### config.mk
export PLATFORM = sky130hd
export DESIGN_NAME = mips32_fetch_queue
export DESIGN_NICKNAME = d
export VERILOG_FILES = /design/src/rtl/mips32_fetch_queue.sv
export SDC_FILE = /design/constraint.sdc
export NUM_CORES = 1
export LEC_CHECK = 0
export CAP_MARGIN = 25
export CORE_UTILIZATION = 55
export DETAILED_ROUTE_END_ITERATION = 16
export GPL_ROUTABILITY_DRIVEN = 0
export GPL_TIMING_DRIVEN = 0
export PLACE_DENSITY_LB_ADDON = 0.15
export RECOVER_POWER = 100
export SYNTH_ARGS = -nofsm -noshare
export SYNTH_HDL_FRONTEND = slang
export SYNTH_SLANG_ARGS = --single-unit
### constraint.sdc
create_clock -name clk -period 4.4 [get_ports clk]
set_input_delay 1.32 -clock clk [delete_from_list [all_inputs] [get_ports clk]]
set_output_delay 1.32 -clock clk [all_outputs]
set_load 0.02 [all_outputs]
### src/rtl/mips32_fetch_queue.sv
//==============================================================================
// mips32_fetch_queue : instruction prefetch queue ahead of the IF/ID latch
// Optional perf counters via FQ_PERF_CNT_EN.  Rev 1.0
//==============================================================================
`default_nettype none

module mips32_fetch_queue #(
  parameter int DEPTH = 4,
  parameter int AW = 10,
  parameter logic [AW-1:0] RESET_PC = '0
) (
  input  logic          clk,
  input  logic          rst_n,
  output logic          imem_req,
  output logic [AW-1:0] imem_addr,
  input  logic          imem_ready,
  input  logic          imem_rvalid,
  input  logic [31:0]   imem_rdata,
  input  logic          redirect_valid,
  input  logic [AW-1:0] redirect_pc,
  input  logic          halt,
  output logic          inst_valid,
  input  logic          inst_ready,
  output logic [31:0]   inst_word,
  output logic [31:0]   inst_npc
`ifdef FQ_PERF_CNT_EN
  ,
  output logic [31:0]   perf_fetched,
  output logic [15:0]   perf_flushed
`endif
);

  localparam int PW = $clog2(DEPTH);
  localparam int CW = PW + 1;
  // Drop counter has headroom for several back-to-back redirects in flight.
  localparam int DW = PW + 4;

  logic [AW-1:0] fetch_pc;
  logic [AW-1:0] resp_pc;
  logic [CW-1:0] count;
  logic [CW-1:0] outstanding;
  logic [DW-1:0] drop;
  logic [PW-1:0] rd_ptr;
  logic [PW-1:0] wr_ptr;
  logic          active;

  logic [31:0]   word_mem [DEPTH];
  logic [AW-1:0] npc_mem  [DEPTH];

  logic [CW:0]   in_use;
  logic          handshake;
  logic          take;
  logic          push;
  logic          pop;
  logic          drop_dec;
  logic          flush_dec;

  assign in_use    = {1'b0, count} + {1'b0, outstanding};
  // active keeps the request line low while in reset and for the first cycle after
  assign imem_req  = active && !halt && !redirect_valid && (in_use < (CW+1)'(DEPTH));
  assign imem_addr = fetch_pc;
  assign handshake = imem_req && imem_ready;

  assign take      = imem_rvalid && (drop == '0) && (outstanding != '0);
  assign push      = take && !redirect_valid;
  assign pop       = inst_valid && inst_ready && !redirect_valid;
  assign drop_dec  = imem_rvalid && (drop != '0);
  assign flush_dec = imem_rvalid && ((drop != '0) || (outstanding != '0));

  assign inst_valid = (count != '0);
  assign inst_word  = inst_valid ? word_mem[rd_ptr] : 32'd0;
  assign inst_npc   = inst_valid ? {{(32-AW){1'b0}}, npc_mem[rd_ptr]} : 32'd0;

  always_ff @(posedge clk or negedge rst_n) begin
    if (!rst_n) begin
      fetch_pc    <= RESET_PC;
      resp_pc     <= RESET_PC;
      count       <= '0;
      outstanding <= '0;
      drop        <= '0;
      rd_ptr      <= '0;
      wr_ptr      <= '0;
      active      <= 1'b0;
    end else begin
      active <= 1'b1;
      if (redirect_valid) begin
        count       <= '0;
        rd_ptr      <= wr_ptr;
        fetch_pc    <= redirect_pc;
        resp_pc     <= redirect_pc;
        outstanding <= '0;
        drop        <= drop + DW'(outstanding) - DW'(flush_dec);
      end else begin
        if (handshake) fetch_pc <= fetch_pc + AW'(1);
        outstanding <= outstanding + CW'(handshake) - CW'(take);
        drop        <= drop - DW'(drop_dec);
        if (push) begin
          resp_pc <= resp_pc + AW'(1);
          wr_ptr  <= wr_ptr + PW'(1);
        end
        if (pop) rd_ptr <= rd_ptr + PW'(1);
        count <= count + CW'(push) - CW'(pop);
      end
    end
  end

  always_ff @(posedge clk) begin
    if (push) begin
      word_mem[wr_ptr] <= imem_rdata;
      npc_mem[wr_ptr]  <= resp_pc + AW'(1);
    end
  end

`ifdef FQ_PERF_CNT_EN
  always_ff @(posedge clk or negedge rst_n) begin
    if (!rst_n) begin
      perf_fetched <= '0;
      perf_flushed <= '0;
    end else begin
      if (push && (perf_fetched != '1)) perf_fetched <= perf_fetched + 32'd1;
      if (redirect_valid && (perf_flushed != '1)) perf_flushed <= perf_flushed + 16'd1;
    end
  end
`endif

`ifndef SYNTHESIS
  a_no_orphan_resp : assert property (@(posedge clk) disable iff (!rst_n)
    imem_rvalid |-> ((drop != '0) || (outstanding != '0)));
`endif

endmodule

`default_nettype wire
==> metrics.md <==
| Metric | Value |
|---|---|
| Max Clk Rate | `approximately 230 MHz` |
| Comb power frac | `0.255` |
| Total GRT Usage | `0.220` |
| Worst Path Required | `3.08 ns` |
| Sequential share of power | `0.418` |
| Grt met1 use | `0.280` |
| IO buf count | `around 100` |
| Final Hold Viols | `0` |
| Sw Ratio | `0.279` |
| Num CTS Buffers | `22` |
| Post-Syn Area | `9030 sq um` |
| Grt ovf | `0` |
| Die ar. | `16900 sq um` |
| EDFF count, synth | `168` |
| Setup bufs post-CTS | `0` |
| Vias per cell | `roughly 5.5` |
| Via Count | `between 5k and 6k` |
| Largest net degree at the start of global routing | `38` |
| CP Launch Type | `primary input` |
| Max_cap viols | `1` |
| Tmin final | `4.29 ns` |
| Hold crit path type | `flip-flop to flip-flop` |
| CTS sink cnt | `~200` |
| Initial antenna violation count | `2` |
| Max Root-Sink Buffers | `3` |
| Sequential share of the synthesized area | `0.661` |
| Worst-path maximum fanout | `3` |
| Clock power share | `0.327` |
| Arrival time at the worst endpoint | `about 3.0 ns` |
| First-pass GRT wire length | `28.0 mm` |
| Hold Slack | `~0.55 ns` |
| Hold path endpoint | `imem_addr[9]` |
| PD cells | `481 nW/um^2` |
| Initial Utilization | `0.566` |
| Final core utilization | `0.699` |
| Clock root cell | `clkbuf_16` |
| TritonCTS clock tree | `done` |
| Synth cell types | `46` |
| Post-Syn Instances | `560` |
| Dpl hpwl | `11.8 mm` |
| Hold Startpoint | `imem_addr[9]` |
| Grt peak-use layer | `met2` |
| Synthesized flop and latch total | `around 210` |
| Finish-stage setup viols | `0` |
| Worst slew pin tran | `2.08 ns` |
| Setup crit end kind | `output pin` |
| Period utilization | `0.974` |
| Drt wl/cell | `18.9 um` |
| Final Instance Count excl. Fillers | `about 950` |
| Critical path class | `primary input to output pin` |
| Commonest non-fill, non-tap cell in the layout | `edfxtp_1` |
| RSZ-0062 raised after global routing | `no` |
| R2R Setup Slk | `about 0.65 ns` |
| Clock insertion delay at the later pin of the skew report | `approximately 0.49 ns` |
| Final Skew | `around 0.014 ns` |
| P&R area growth vs syn | `23.4%` |
| H-tree level count | `1` |
| Status | `finished, violations left` |
| Met2 Track Usage GR | `0.387` |
| Die Wd | `between 100 and 150 um` |
| Async set-reset flop share out of synthesis | `0.180` |
| Reg clk slew, reported paths | `roughly 0.06 ns` |
| Core Region | `15900 sq um` |
| Reg-to-reg endpoint | `word_mem[0][5]` |
| DRC | `0` |
| Switching power | `around 1.5 mW` |
| Share of cells above drive strength 1 | `0.149` |
| Worst slew margin | `-0.385` |
| Fin. max-slew vios | `38` |
| Number of global-route vias before repair | `approximately 5.4k` |
| Ys flop type | `edfxtp_1` |
| Final wirelength | `~18 mm` |
| Int Power | `between 3 and 4 mW` |
| Met3 Use GR | `0.0435` |
| Worst r2r src | `drop[4]` |
| Violated checks | `capacitance limit, slew limit` |
| Hold path depth | `1` |
| PostCTS Resize Cnt | `0` |
| YS warnings | `0` |
| Chip Height | `roughly 130 um` |
| Worst-case reg-to-reg path depth | `8` |
| ANT nets after route | `0` |
| Placed Instances | `about 900` |
| Peak VDD IR | `~0.26 mV` |
| Most frequent cells in the layout | `168 x edfxtp_1, 78 x dlygate4sd3_1, 42 x mux4_2, 42 x and2_1, 37 x dfrtp_1` |
| Pre-antenna DRT Iters | `7` |
| Post-layout nets | `between 700 and 800` |
| Num rows | `46` |
| IO Pins | `between 100 and 150` |
| Leak | `between 4 and 5 nW` |
| CTS Hold Bufs | `0` |
| Syn_area_per_cell | `around 16 sq um` |
| DR iter-0 viols | `between 300 and 400` |
[registers in the layout (all words and copies together) (netlist names)]
register     cells
resp_pc         10
wr_ptr           2
rd_ptr           2
imem_addr       10
word_mem       128
active           1
count            3
drop             6
outstanding      3
npc_mem         40
[final cells by class]
class	count	area [sq um]
flip-flops and latches	205	5970
fillers	1055	4800
multi-input cells	300	2760
repair buffers	106	1070
clock buffers	34	637
well taps	216	270
plain buffers	47	267
inverters	28	105
clock inverters	6	57.6
diodes	3	7.51
[per-layer routing]
metal	part of all wire	wire, um
met1	0.41	7390
met2	0.51	9130
met3	0.065	1160
met4	0.012	206
met5	0	0
[critical path, stage by stage]
cell	delay [ns]
clkdlybuf4s50_1	0.44
nor4b_1	0.38
and3_1	0.22
clkdlybuf4s50_1	0.60
[how the worst max path moves through the flow]
stage | start | end | slack [ns]
final | redirect_valid | imem_req | 0.11
after global routing | rd_ptr[0] | inst_word[10] | 0.03
after CTS | rd_ptr[0] | inst_word[29] | 0.06
after detailed placement | redirect_valid | count[2] | -0.10
after global placement | imem_rvalid | word_mem[3][5] | -0.58
after floorplan | imem_rvalid | npc_mem[1][0] | 0.91
[Yosys cell counts, types with 2 or more instances]
library cell  instances  area share
buf_2                 4      0.0022
xor2_1                8      0.0078
nand2_1              20      0.0083
nor4_1                5      0.0035
nor2b_1               4      0.0028
mux4_2               42        0.10
dfrtp_1              37        0.10
nor2_1               15      0.0062
and2_1               42       0.029
or3_1                 5      0.0035
buf_4                22       0.018
nor3b_1               6      0.0050
a31oi_1               6      0.0042
buf_1                 3      0.0012
mux2_2                2      0.0025
o21ai_0              10      0.0055
or2_2                 2      0.0014
fa_1                  3      0.0067
nand3_1              10      0.0055
nor3_1                4      0.0022
o211ai_1              2      0.0017
a211o_1               3      0.0029
nor4b_1               2      0.0019
ha_1                 24       0.033
o31ai_1               4      0.0033
inv_1                27       0.011
or4_1                 4      0.0033
clkbuf_1             18      0.0075
mux2i_1               8      0.0089
and3_1                7      0.0048
o21a_1                2      0.0017
nand4_1               4      0.0028
edfxtp_1            168        0.56
conb_1                2     0.00083
xnor2_1              17       0.016
a21oi_1               3      0.0017
a221o_1               6      0.0067
[power groups by stage]
stage               combinational, mW  clock (mW)  sequential, mW
CTS                              1.44        1.79            2.23
detailed placement               1.43           0            2.27
floorplan                       0.900           0            2.26
global placement                 1.39           0            2.27
global route                     1.49        1.86            2.25
finish                           1.36        1.75            2.24
[kinds of logic (layout without fill, tap and decap cells)]
kind of cell               after synthesis  count (layout)  share of synthesized area
xor gates and xnor gates                25              25                     0.0242
adders and majority gates               27              27                     0.0399
and+or+nand+nor                        132             132                     0.0833
buffers and inverters                   76             221                     0.0421
other                                    2              26                   0.000832
DFF                                    205             205                      0.661
muxes                                   52              52                      0.116
AOI/OAI and AO/OA                       41              41                     0.0323
[through the flow]
step           setup slack [ns]  power (mW)  cell area [sq um]  setup TNS (ns)
5_1_grt                  0.0329        5.60              11100               0
6_report                  0.114        5.35              11100               0
2_1_floorplan             0.912        3.16               9110               0
3_5_place_dp             -0.103        3.69              10500          -0.128
3_3_place_gp             -0.579        3.66              10400          -95.53
4_1_cts                  0.0582        5.46              11200               0
Power figures use the tool's default switching activity.
